[src/rtl/axil_apb_bridge_mc.sv]
// AXI4-Lite slave to multi-slave APB master bridge.
// One AXI-Lite transaction at a time becomes one APB transfer. The address selects one of
// NUM_SLV slaves, each owning a 2^SLV_AW byte window. PSLVERR and timeouts return SLVERR,
// and decode misses return DECERR without any APB activity.
//
// Optional macro AXIL_APB_BRIDGE_APB4_EN adds the M_APB_PSTRB and M_APB_PPROT outputs.
// When it is undefined, WSTRB and AxPROT are ignored and every write is a full-word write.
//
// Ports:
//   clk, rst_n            clock (rising edge) and asynchronous active-low reset
//   S_AXI_AW*/W*/B*       AXI-Lite write channels (AW and W are accepted together)
//   S_AXI_AR*/R*          AXI-Lite read channels
//   M_APB_PADDR           offset within the selected slave window
//   M_APB_PSEL            one-hot slave select
//   M_APB_PENABLE/PWRITE  APB enable and direction
//   M_APB_PWDATA          APB write data
//   M_APB_PRDATA          per-slave read data lanes, slave i at [i*DATA_W +: DATA_W]
//   M_APB_PREADY/PSLVERR  per-slave ready and error
module axil_apb_bridge_mc #(
  parameter int unsigned ADDR_W  = 32,
  parameter int unsigned DATA_W  = 32,
  parameter int unsigned NUM_SLV = 4,
  parameter int unsigned SLV_AW  = 12,
  parameter int unsigned TIMEOUT = 255
) (
  input  logic                      clk,
  input  logic                      rst_n,
  input  logic [ADDR_W-1:0]         S_AXI_AWADDR,
  input  logic [2:0]                S_AXI_AWPROT,
  input  logic                      S_AXI_AWVALID,
  output logic                      S_AXI_AWREADY,
  input  logic [DATA_W-1:0]         S_AXI_WDATA,
  input  logic [DATA_W/8-1:0]       S_AXI_WSTRB,
  input  logic                      S_AXI_WVALID,
  output logic                      S_AXI_WREADY,
  output logic [1:0]                S_AXI_BRESP,
  output logic                      S_AXI_BVALID,
  input  logic                      S_AXI_BREADY,
  input  logic [ADDR_W-1:0]         S_AXI_ARADDR,
  input  logic [2:0]                S_AXI_ARPROT,
  input  logic                      S_AXI_ARVALID,
  output logic                      S_AXI_ARREADY,
  output logic [DATA_W-1:0]         S_AXI_RDATA,
  output logic [1:0]                S_AXI_RRESP,
  output logic                      S_AXI_RVALID,
  input  logic                      S_AXI_RREADY,
  output logic [SLV_AW-1:0]         M_APB_PADDR,
  output logic [NUM_SLV-1:0]        M_APB_PSEL,
  output logic                      M_APB_PENABLE,
  output logic                      M_APB_PWRITE,
  output logic [DATA_W-1:0]         M_APB_PWDATA,
`ifdef AXIL_APB_BRIDGE_APB4_EN
  output logic [DATA_W/8-1:0]       M_APB_PSTRB,
  output logic [2:0]                M_APB_PPROT,
`endif
  input  logic [NUM_SLV*DATA_W-1:0] M_APB_PRDATA,
  input  logic [NUM_SLV-1:0]        M_APB_PREADY,
  input  logic [NUM_SLV-1:0]        M_APB_PSLVERR
);

  localparam int unsigned IDX_W = (NUM_SLV > 1) ? $clog2(NUM_SLV) : 1;

  typedef enum logic [1:0] {StIdle, StSetup, StAccess, StResp} state_e;

  state_e              state_q, state_d;
  logic                run_q;      // low during and one cycle after reset: keeps READYs low
  logic                ptr_q, ptr_d;  // 0: write has priority, 1: read has priority
  logic                wr_q, wr_d;
  logic [IDX_W-1:0]    idx_q, idx_d;
  logic [SLV_AW-1:0]   paddr_q, paddr_d;
  logic [DATA_W-1:0]   pwdata_q, pwdata_d;
  logic [DATA_W-1:0]   rdata_q, rdata_d;
  logic [1:0]          resp_q, resp_d;
  logic [15:0]         cnt_q, cnt_d;

  logic                wr_pend, rd_pend, grant_wr, grant_rd;
  logic [ADDR_W-1:0]   req_addr;
  logic [IDX_W-1:0]    req_idx;
  logic                req_miss;
  logic [DATA_W-1:0]   sel_rdata;
  logic                sel_ready, sel_err;
  logic [NUM_SLV-1:0]  psel;

  assign wr_pend  = S_AXI_AWVALID & S_AXI_WVALID;
  assign rd_pend  = S_AXI_ARVALID;
  assign grant_wr = run_q && (state_q == StIdle) && wr_pend && (!rd_pend || !ptr_q);
  assign grant_rd = run_q && (state_q == StIdle) && rd_pend && (!wr_pend || ptr_q);

  assign req_addr = grant_wr ? S_AXI_AWADDR : S_AXI_ARADDR;
  assign req_idx  = req_addr[SLV_AW +: IDX_W];
  assign req_miss = (|(req_addr >> (SLV_AW + IDX_W))) || (32'(req_idx) >= NUM_SLV);

  // Per-slave lane / ready / error mux plus one-hot select, all keyed on the captured index.
  always_comb begin
    sel_rdata = '0;
    sel_ready = 1'b0;
    sel_err   = 1'b0;
    psel      = '0;
    for (int i = 0; i < NUM_SLV; i++) begin
      if (idx_q == IDX_W'(i)) begin
        sel_rdata = M_APB_PRDATA[i*DATA_W +: DATA_W];
        sel_ready = M_APB_PREADY[i];
        sel_err   = M_APB_PSLVERR[i];
        psel[i]   = (state_q == StSetup) || (state_q == StAccess);
      end
    end
  end

  always_comb begin
    state_d  = state_q;
    ptr_d    = ptr_q;
    wr_d     = wr_q;
    idx_d    = idx_q;
    paddr_d  = paddr_q;
    pwdata_d = pwdata_q;
    rdata_d  = rdata_q;
    resp_d   = resp_q;
    cnt_d    = cnt_q;
    unique case (state_q)
      StIdle: begin
        if (grant_wr || grant_rd) begin
          ptr_d   = grant_wr;  // next contested slot goes to the other direction
          wr_d    = grant_wr;
          idx_d   = req_idx;
          paddr_d = req_addr[SLV_AW-1:0];
          cnt_d   = '0;
          if (grant_wr) pwdata_d = S_AXI_WDATA;
          if (req_miss) begin
            state_d = StResp;
            resp_d  = 2'b11;
            rdata_d = '0;
          end else begin
            state_d = StSetup;
          end
        end
      end
      StSetup: state_d = StAccess;
      StAccess: begin
        if (sel_ready) begin
          state_d = StResp;
          resp_d  = sel_err ? 2'b10 : 2'b00;
          if (!wr_q) rdata_d = sel_rdata;
        end else if (cnt_q == 16'(TIMEOUT - 1)) begin
          state_d = StResp;
          resp_d  = 2'b10;
          rdata_d = '0;
        end else begin
          cnt_d = cnt_q + 16'd1;
        end
      end
      StResp: begin
        if ((wr_q && S_AXI_BREADY) || (!wr_q && S_AXI_RREADY)) state_d = StIdle;
      end
      default: state_d = StIdle;
    endcase
  end

  always_ff @(posedge clk or negedge rst_n) begin
    if (!rst_n) begin
      state_q  <= StIdle;
      run_q    <= 1'b0;
      ptr_q    <= 1'b0;
      wr_q     <= 1'b0;
      idx_q    <= '0;
      paddr_q  <= '0;
      pwdata_q <= '0;
      rdata_q  <= '0;
      resp_q   <= 2'b00;
      cnt_q    <= '0;
    end else begin
      state_q  <= state_d;
      run_q    <= 1'b1;
      ptr_q    <= ptr_d;
      wr_q     <= wr_d;
      idx_q    <= idx_d;
      paddr_q  <= paddr_d;
      pwdata_q <= pwdata_d;
      rdata_q  <= rdata_d;
      resp_q   <= resp_d;
      cnt_q    <= cnt_d;
    end
  end

  assign S_AXI_AWREADY = grant_wr;
  assign S_AXI_WREADY  = grant_wr;
  assign S_AXI_ARREADY = grant_rd;
  assign S_AXI_BVALID  = (state_q == StResp) && wr_q;
  assign S_AXI_RVALID  = (state_q == StResp) && !wr_q;
  assign S_AXI_BRESP   = resp_q;
  assign S_AXI_RRESP   = resp_q;
  assign S_AXI_RDATA   = rdata_q;
  assign M_APB_PADDR   = paddr_q;
  assign M_APB_PSEL    = psel;
  assign M_APB_PENABLE = (state_q == StAccess);
  assign M_APB_PWRITE  = wr_q;
  assign M_APB_PWDATA  = pwdata_q;

`ifdef AXIL_APB_BRIDGE_APB4_EN
  logic [DATA_W/8-1:0] pstrb_q;
  logic [2:0]          pprot_q;

  always_ff @(posedge clk or negedge rst_n) begin
    if (!rst_n) begin
      pstrb_q <= '0;
      pprot_q <= 3'b000;
    end else if (grant_wr || grant_rd) begin
      pstrb_q <= grant_wr ? S_AXI_WSTRB : '0;
      pprot_q <= grant_wr ? S_AXI_AWPROT : S_AXI_ARPROT;
    end
  end

  assign M_APB_PSTRB = pstrb_q;
  assign M_APB_PPROT = pprot_q;
`else
  logic unused_apb4;
  assign unused_apb4 = ^{S_AXI_WSTRB, S_AXI_AWPROT, S_AXI_ARPROT};
`endif

endmodule

[config.mk]
export PLATFORM = sky130hd
export DESIGN_NAME = axil_apb_bridge_mc
export DESIGN_NICKNAME = d
export VERILOG_FILES = /design/src/rtl/axil_apb_bridge_mc.sv
export SDC_FILE = /design/constraint.sdc
export NUM_CORES = 1
export LEC_CHECK = 0
export BUFFER_PORTS_ARGS = -buffer_cell sky130_fd_sc_hd__buf_4
export CELL_PAD_IN_SITES_DETAIL_PLACEMENT = 1
export CELL_PAD_IN_SITES_GLOBAL_PLACEMENT = 1
export CORE_MARGIN = 2
export CORE_UTILIZATION = 33
export CTS_BUF_LIST = sky130_fd_sc_hd__clkbuf_8
export CTS_CLUSTER_DIAMETER = 120
export DETAILED_ROUTE_END_ITERATION = 10
export PLACE_DENSITY_LB_ADDON = 0.1
export SYNTH_ARGS = -nofsm -noshare
export SYNTH_HDL_FRONTEND = slang
export SYNTH_SLANG_ARGS = --single-unit
[constraint.sdc]
create_clock -name clk -period 3.1 [get_ports clk]
set_input_delay 0.62 -clock clk [delete_from_list [all_inputs] [get_ports clk]]
set_output_delay 0.62 -clock clk [all_outputs]
set_load 0.01 [all_outputs]
==> results of run 1 <==
cell families after synthesis:
logic type | after synthesis | synth area share (%)
adders and majority gates | 6 | 1.36
AOI/OAI and AO/OA | 38 | 4.71
xor gates and xnor gates | 11 | 1.74
and+or+nand+nor | 126 | 12.7
muxes | 116 | 30.7
DFF | 100 | 45.3
buffers and inverters | 40 | 3.42
other | 1 | 0.0679
worst reg2reg max path, stage by stage (launching register included):
cell and delay, ns:
dfrtp_1 0.41, inv_1 0.12, ha_1 0.49, inv_1 0.18, o22ai_1 0.34, nand4_1 0.33
nor4b_1 0.43, xnor2_1 0.17, nor2_1 0.06
Yosys cell counts (2+ instances only):
library cell  instances
dfrtp_1             100
mux2_2               57
and3_1               36
mux4_2               34
nor2_1               30
a21oi_1              19
clkbuf_1             19
mux2i_1              17
nand2_1              12
xnor2_1              10
inv_1                 8
mux2_4                8
nand3_1               8
nor3_1                8
nor4_1                7
ha_1                  6
buf_2                 4
nand4_1               4
nor3b_1               4
o21ai_0               4
and2_1                3
buf_1                 3
buf_4                 3
buf_6                 3
and4_1                2
nand3b_1              2
o22ai_1               2
or2_2                 2
or3_1                 2
per-layer routing:
metal	part of all wire [%]	up-vias	wire length [µm]
met4	3.5	0	671
met3	7.4	35	1430
met2	51	217	9850
met5	0	-	0
met1	38	2427	7330
li1	-	2259	-
power groups by stage:
stage          Sequential [mW]  Combinational (mW)  Clock (mW)
2_1_floorplan             2.11                1.84           0
3_3_place_gp              1.97                3.32           0
3_5_place_dp              2.00                3.38           0
4_1_cts                   1.99                3.39        1.04
5_1_grt                   2.04                3.61        1.10
6_report                  1.98                3.33        1.00
stage by stage:
stage	power [mW]	setup WS, ns
2_1_floorplan	3.95	0.512
3_3_place_gp	5.28	0.306
3_5_place_dp	5.38	0.287
4_1_cts	6.42	0.471
5_1_grt	6.75	0.251
6_report	6.32	0.481
worst paths after layout:
| path | start | endpoint | slack (ns) | cells past startpoint |
|---|---|---|---|---|
| setup / recovery | state_q[0]$_DFFE_PN0P_ | cnt_q[15]$_DFFE_PN0P_ | 0.48 | 8 |
| hold / removal | rst_n | S_AXI_RDATA[6]$_DFFE_PN0P_ | 0.19 | 1 |
| setup reg to reg | state_q[0]$_DFFE_PN0P_ | cnt_q[15]$_DFFE_PN0P_ | 0.48 | 8 |
| hold reg to reg | S_AXI_RDATA[3]$_DFFE_PN0P_ | S_AXI_RDATA[3]$_DFFE_PN0P_ | 0.52 | 1 |
| max in group asynchronous | rst_n | M_APB_PADDR[9]$_DFFE_PN0P_ | 2.18 | 2 |
| min in group clk | S_AXI_WDATA[16] | M_APB_PWDATA[16]$_DFFE_PN0P_ | 0.47 | 2 |
state kept, by name, indices dropped and copies added, names as in the netlist, 2 cells and up:
signal        count
M_APB_PWDATA     32
S_AXI_BRESP       2
idx_q             2
M_APB_PADDR      12
S_AXI_RDATA      32
state_q           2
cnt_q            16
cells in the final DEF, fill, tap and decap left out, types with 3 or more instances in the layout:
cell and instances:
buf_4 339, mux2_2 57, inv_1 8, clkbuf_8 9, nand2_1 12, ha_1 6, mux4_2 34, bufinv_16 3
o21ai_0 4, mux2i_1 17, nand4_1 4, nor3b_1 4, dfrtp_1 99, xnor2_1 10, nor4_1 7, mux2_4 8
and3_1 36, a21oi_1 19, nand3_1 8, nor3_1 8, nor2_1 29
final cells by class:
| class | instances | area, µm² |
|---|---|---|
| multi-input combinational | 298 | 2840 |
| tap | 220 | 275 |
| sequential | 100 | 2500 |
| inverter | 8 | 30.0 |
| clock buffer | 9 | 124 |
| clock inverter | 7 | 115 |
| fill | 1800 | 8000 |
| timing repair buffer | 341 | 2580 |
==> impl_metrics.json, run 1 <==
{
  "drv_cap": 0,
  "clock-root-buffer": "clkbuf_8",
  "grt_busiest_layer": "met2",
  "grt_max_degree": 68,
  "final-max-slew-violation-count": 0,
  "grt_use_met1_pct": 24.5,
  "finalWorstPathRequiredPeriod_ns": 2.62,
  "numPlacedInstances": 967,
  "status": "finished clean",
  "antenna_cells": 0,
  "combPwrFrac_pct": 52.8,
  "p_leak_nw": 4.20,
  "grt_usage_pct": 21.9,
  "routed_via_density": 5.02,
  "core_area_mm2": 0.0165,
  "ys_ff_latch": 100,
  "grt_overflow": 0,
  "tritoncts": "done",
  "cts.path.max_buffers": 2,
  "syn_nets": 693,
  "synthFlopType": "dfrtp_1",
  "yosysTopAreaCellShare_pct": 45.3,
  "drcViolationCount": 0,
  "cts_sinks": 100,
  "final_area_mm2": 0.00847,
  "worst_slew_pin_slew_ns": 0.678,
  "area_delta_synth_final_pct": 53.3,
  "crit_path_top_delay_cell": "ha_1",
  "fmax_mhz": 382,
  "grt_pass1_wl_um": 30300,
  "arrival_ns": 2.89,
  "h-tree-depth": 3,
  "die_x_um": 133,
  "seqPwrFrac_pct": 31.3,
  "clk_pin_slew_ns": 0.10,
  "netlist_area_mm2": 0.00552,
  "synthArstFlopShare_pct": 100,
  "rsz0062_at_grt": "no",
  "die_area_mm2": 0.0178,
  "antenna_left": 0,
  "grt_pass1_vias": 5668,
  "p_int_mw": 4.01,
  "hp-class": "input port to async pin",
  "critPathLaunchType": "flip-flop",
  "port_buffers": 329,
  "finClkSkew_ns": 0.0133,
  "gp_congestion": 0.843,
  "final_nets": 1013,
  "synthTopCellsByArea": "dfrtp_1, mux4_2, mux2_2",
  "fin_cells": 983,
  "final_core_util_pct": 51.4,
  "max-vdd-ir-drop_mv": 0.478,
  "synth_cells": 438,
  "criticalPathCategory": "flip-flop to flip-flop",
  "power.clock.fraction_pct": 15.9,
  "ctsResizeCount": 0,
  "cts_buffers": 9,
  "num_rows": 47,
  "cts_hold_buf": 0,
  "post-synth-top-area-cell": "dfrtp_1",
  "synthDistinctLibCells": 50,
  "avgSynthCellArea_um2": 12.6,
  "dp_hpwl_um": 15400,
  "wirelength_um": 19300,
  "critPathMaxFanout": 12,
  "end_kind": "flip-flop",
  "fin_setup_tns_ns": 0,
  "drive_above_1_share_pct": 61.1,
  "met3_usage_pct": 5.67,
  "start_util_pct": 33.5,
  "wl_per_cell_um": 19.6,
  "timing.critical_path.mode_cell": "inv_1",
  "grt_use_met2_pct": 39.1,
  "vias": 4938,
  "cp.required_ns": 3.37,
  "maxSlewHeadroom_pct": 54.8,
  "crit_family": "simple AND/OR/NAND/NOR gates",
  "finalSetupViolations": 0,
  "place_area_mm2": 0.00823,
  "cts_setup_buffers": 0,
  "die_height_um": 133,
  "crit_buf_inv": 2,
  "fin_hold_ws_ns": 0.190,
  "antenna_found_initial": 0,
  "netSwitchingPower_mw": 2.31,
  "fin_crit_sh_pct": 84.5,
  "yosysWarnings": 0,
  "drtIter0Drc": 126,
  "synth-edff-count": 0,
  "yosysSeqAreaShare_pct": 45.3,
  "max_stage_delay_ns": 0.49,
  "dr.pass1.iters": 4,
  "crit_chain": "inv_1 > ha_1 > inv_1 > o22ai_1 > nand4_1 > nor4b_1 > xnor2_1 > nor2_1",
  "final_hold_viol_count": 0,
  "io_pins": 340,
  "p_per_area_mw_per_mm2": 746,
  "clock_latency_ns": 0.38,
  "switching_share_pct": 36.5
}
(Power assumes the default switching activity.)
==> run 2, diff against run 1 <==
clock period = 2.7 ns   (was 3.1 ns; I/O delays follow)
==> run 2 against run 1 <==
Effect of this change: cell count rose by 0.81%; routed wire length rose by 0.49%; register-to-register slack got worse by 0.24 ns; clock power rose by 8%; combinational power rose by 18%; die area did not move; clock skew barely moved; critical path depth fell by 3; flip-flop and latch count did not move; core utilization rose by 0.39 points; non-clock buffer count rose by 8; largest power group unchanged.
==> impl_metrics.json, run 2 (synthesis results as in run 1) <==
{
  "status": "finished clean",
  "final_cell_mix": "buf_4, dfrtp_1, mux2_2",
  "wl_per_cell_um": 19.6,
  "switching_share_pct": 36.6,
  "die_area_mm2": 0.0178,
  "cts_hold_buf": 0,
  "grt_max_degree": 41,
  "antenna_found_initial": 0,
  "hp-class": "input port to async pin",
  "finClkSkew_ns": 0.0134,
  "maxSlewHeadroom_pct": 55.4,
  "final_nets": 1021,
  "final_area_mm2": 0.00853,
  "place_area_mm2": 0.00830,
  "criticalPathCategory": "flip-flop to output pin",
  "num_rows": 47,
  "h-tree-depth": 3,
  "critPathMaxFanout": 14,
  "final_hold_viol_count": 0,
  "start_util_pct": 33.5,
  "cts_buffers": 9,
  "core_area_mm2": 0.0165,
  "tritoncts": "done",
  "clock_latency_ns": 0.39,
  "drv_cap": 0,
  "end_kind": "output pin",
  "antenna_left": 0,
  "dr.pass1.iters": 4,
  "drive_above_1_share_pct": 61.2,
  "critPathLaunchType": "flip-flop",
  "drcViolationCount": 0,
  "r2r-start": "cnt_q[8]$_DFFE_PN0P_",
  "cp.required_ns": 2.16,
  "max-vdd-ir-drop_mv": 0.378,
  "grt_usage_pct": 21.8,
  "seqPwrFrac_pct": 31.2,
  "grt_pass1_wl_um": 30100,
  "power.clock.fraction_pct": 14.8,
  "p_leak_nw": 4.24,
  "port_buffers": 329,
  "p_int_mw": 4.60,
  "drtIter0Drc": 159,
  "final_common_cell": "buf_4",
  "clock-root-buffer": "clkbuf_8",
  "die_height_um": 133,
  "fin_setup_tns_ns": 0,
  "arrival_ns": 2.00,
  "dp_hpwl_um": 15500,
  "grt_overflow": 0,
  "reg2reg_depth": 7,
  "vias": 5000,
  "combPwrFrac_pct": 54.0,
  "gp_congestion": 0.855,
  "fin_crit_sh_pct": 94.1,
  "antenna_cells": 0,
  "finalWorstPathRequiredPeriod_ns": 2.54,
  "r2r_end": "S_AXI_RDATA[10]$_DFFE_PN0P_",
  "final-max-slew-violation-count": 0,
  "io_pins": 340,
  "netSwitchingPower_mw": 2.66,
  "rsz0062_at_grt": "no",
  "fmax_mhz": 394,
  "cts_sinks": 100,
  "grt_pass1_vias": 5550,
  "wirelength_um": 19400,
  "r2r_slack_ns": 0.24,
  "clk_pin_slew_ns": 0.09,
  "cts.path.max_buffers": 2,
  "worst_slew_pin_slew_ns": 0.670,
  "area_delta_synth_final_pct": 54.5,
  "die_x_um": 133,
  "finalSetupViolations": 0,
  "routed_via_density": 5.05,
  "p_per_area_mw_per_mm2": 851
}
run 2: cell type report:
class                   count  area, µm²
multi-input cells         298       2840
fillers                  1821       7930
repair buffers            349       2670
clock buffers              10        138
flip-flops and latches    100       2500
clock inverters             6       80.1
inverters                   8       30.0
well taps                 220        275
run 2: worst max-delay path, cell delays in order (launching register included):
cell,delay [ns]
dfrtp_1,0.42
inv_1,0.11
ha_1,0.19
and4_1,0.27
and2_2,0.42
buf_4,0.21
run 2: through the flow:
| stage | hold slack (ns) | total power [mW] | instances | util (%) | setup WS (ns) |
|---|---|---|---|---|---|
| global placement | 0.491 | 6.14 | 973 | 50.4 | 0.109 |
| finish | 0.125 | 7.26 | 991 | 51.8 | 0.160 |
| detailed placement | 0.495 | 6.27 | 973 | 50.4 | 0.0995 |
| floorplan | 0.244 | 4.54 | 438 | - | 0.192 |
| CTS | 0.128 | 7.38 | 989 | 51.7 | 0.109 |
| global route | 0.141 | 7.76 | 991 | 51.8 | 0.0353 |
run 2: timing repair:
item / 4_1_cts / 5_1_grt
buffers inserted: 0 / 2
endpoints found under the setup margin: 0 / 1
resized for setup: 0 / 0
run 2: per-layer routing:
metal	wire length [µm]	global-route usage, %	part of all wire (%)	vias up
met5	0	0	0	-
met2	9930	38.8	51	221
met1	7400	24.5	38	2468
met3	1460	6.05	7.5	32
met4	588	9.46	3.0	0
li1	-	-	-	2279
run 2: power by group through the flow:
stage                     clock network [mW]  logic, mW  registers, mW
after global routing                    1.17       4.26           2.33
after detailed placement                   0       3.98           2.29
after CTS                               1.11       3.99           2.27
after global placement                     0       3.88           2.26
after floorplan                            0       2.12           2.42
final                                   1.08       3.92           2.27
run 2: worst max-delay path by stage:
stage | start | slack, ns | to | cells after the start
finish | state_q[0]$_DFFE_PN0P_ | 0.16 | S_AXI_WREADY | 5
global route | state_q[0]$_DFFE_PN0P_ | 0.04 | S_AXI_WREADY | 5
CTS | state_q[0]$_DFFE_PN0P_ | 0.11 | S_AXI_WREADY | 5
detailed placement | S_AXI_ARADDR[15] | 0.1 | S_AXI_RDATA[16]$_DFFE_PN0P_ | 8
global placement | S_AXI_ARADDR[15] | 0.11 | S_AXI_RDATA[3]$_DFFE_PN0P_ | 8
floorplan | state_q[0]$_DFFE_PN0P_ | 0.19 | S_AXI_WREADY | 7
==> run 3, diff against run 2 <==
CORE_MARGIN = 8   (was 2)
==> run 3 against run 2 <==
Effect of this change: combinational power about the same; clock power decreased by 23%; clock-buffer cell count decreased by 1; cell count decreased by 0.30%; non-clock buffer count decreased by 2; via count decreased by 0.68%; sequential power about the same; core utilization decreased by 0.53 points; final area decreased by 1.0%; routed wire length increased by 11%.
==> impl_metrics.json, run 3 (synthesis results as in run 1) <==
{
  "status": "finished clean",
  "maxSlewHeadroom_pct": 55.1,
  "clock_latency_ns": 0.38,
  "hp-class": "input port to async pin",
  "r2r_slack_ns": 0.24,
  "drive_above_1_share_pct": 60.9,
  "fillers": 1812,
  "grt_max_degree": 49,
  "finalSetupViolations": 0,
  "rsz0062_at_grt": "no",
  "fmax_mhz": 397,
  "grt_overflow": 0,
  "final_hold_viol_count": 0,
  "drcViolationCount": 0,
  "cts.path.max_buffers": 2,
  "r2r_end": "S_AXI_RDATA[8]$_DFFE_PN0P_",
  "port_buffers": 329,
  "ff_latch_area_mm2": 0.00250,
  "drtIter0Drc": 171,
  "end_kind": "output pin",
  "critPathLaunchType": "flip-flop",
  "io_pins": 340,
  "final_common_cell": "buf_4",
  "criticalPathCategory": "flip-flop to output pin",
  "fin_setup_tns_ns": 0,
  "tritoncts": "done",
  "wirelength_um": 21600,
  "finClkSkew_ns": 0.0108,
  "arrival_ns": 1.98,
  "cts_setup_buffers": 0,
  "reg2reg_depth": 9,
  "dr.pass1.iters": 4,
  "antenna_cells": 0,
  "max-vdd-ir-drop_mv": 0.365,
  "cts_buffers": 9,
  "cts_sinks": 100,
  "core_area_mm2": 0.0165,
  "cp-startpoint": "state_q[0]$_DFFE_PN0P_",
  "h-tree-depth": 3,
  "final-max-slew-violation-count": 0,
  "dp_hpwl_um": 17900,
  "routed_via_density": 5.03,
  "die_area_mm2": 0.0211,
  "grt_pass1_wl_um": 33600,
  "num_rows": 47,
  "grt_usage_pct": 20.3,
  "final_cell_mix": "buf_4, dfrtp_1, mux2_2",
  "p_leak_nw": 4.21,
  "start_util_pct": 33.5,
  "fin_cells": 988,
  "grt_pass1_vias": 5817,
  "cp.required_ns": 2.16,
  "die_height_um": 145,
  "finalWorstPathRequiredPeriod_ns": 2.52,
  "vias": 4966,
  "antenna_found_initial": 0,
  "multiInputGateArea_mm2": 0.00284,
  "critPathMaxFanout": 13,
  "final_nets": 1019,
  "gp_congestion": 0.812,
  "clock-root-buffer": "clkbuf_8",
  "r2r-start": "state_q[0]$_DFFE_PN0P_",
  "numPlacedInstances": 973,
  "antenna_left": 0,
  "wl_per_cell_um": 21.8,
  "p_per_area_mw_per_mm2": 834,
  "area_delta_synth_final_pct": 52.9,
  "drv_cap": 0,
  "die_x_um": 145,
  "worst_slew_pin_slew_ns": 0.673,
  "clk_pin_slew_ns": 0.09,
  "fin_crit_sh_pct": 93.3
}
run 3: cell count changes in the layout (fill, tap and decap cells not counted):
cell | previous run | this run
bufinv_16 | 2 | 0
inv_1 | 10 | 12
buf_12 | 4 | 3
buf_4 | 345 | 344
clkbuf_8 | 10 | 9
nor4b_1 | 1 | 0
nor4b_2 | 0 | 1
run 3: power breakdown:
| part | internal [mW] | switching, mW |
|---|---|---|
| Sequential | 1.96 | 0.299 |
| Combinational | 2.09 | 1.86 |
| Clock | 0.316 | 0.520 |
run 3: layout make-up:
| type | instances | share of cell area (%) |
|---|---|---|
| Timing Repair Buffer | 347 | 31.3 |
| Multi-Input combinational cell | 298 | 33.7 |
| Clock buffer | 9 | 1.47 |
| Sequential cell | 100 | 29.6 |
| Inverter | 8 | 0.356 |
| Clock inverter | 6 | 0.326 |
| Tap cell | 220 | 3.26 |
run 3: metrics by stage:
stage	total power, mW	hold slack (ns)	setup WS (ns)	instance area (µm²)	util (%)
6_report	7.04	0.0917	0.180	8450	51.3
5_1_grt	7.54	0.108	0.0475	8450	51.3
4_1_cts	7.17	0.0858	0.111	8440	51.3
3_5_place_dp	6.30	0.495	0.0576	8290	50.3
3_3_place_gp	6.19	0.492	0.116	8290	50.3
2_1_floorplan	4.54	0.244	0.192	5520	-
run 3: worst max-delay path by stage:
stage / end / slack (ns) / depth (start not counted)
6_report: S_AXI_WREADY / 0.18 / 5
5_1_grt: S_AXI_RDATA[3]$_DFFE_PN0P_ / 0.05 / 9
4_1_cts: S_AXI_WREADY / 0.11 / 5
3_5_place_dp: S_AXI_RDATA[7]$_DFFE_PN0P_ / 0.06 / 8
3_3_place_gp: S_AXI_RDATA[5]$_DFFE_PN0P_ / 0.12 / 8
2_1_floorplan: S_AXI_WREADY / 0.19 / 7
run 3: repair_timing:
item,in CTS,in global routing
hold buffers,0,0
resized for setup,0,1
setup endpoints to repair,0,1
hold endpoints to repair,0,0
run 3: worst max-delay path, cell delays in order (launching register included):
cell and delay, ns:
dfrtp_1 0.41, inv_1 0.11, ha_1 0.20, and4_1 0.29
and2_2 0.40, buf_4 0.20
run 3: layer usage:
layer	vias to the layer above	wire length [µm]	global-route usage (%)
li1	2266	-	-
met5	-	0	0
met4	0	555	7.96
met2	230	11000	35.7
met3	26	1760	6.97
met1	2444	8280	22.1
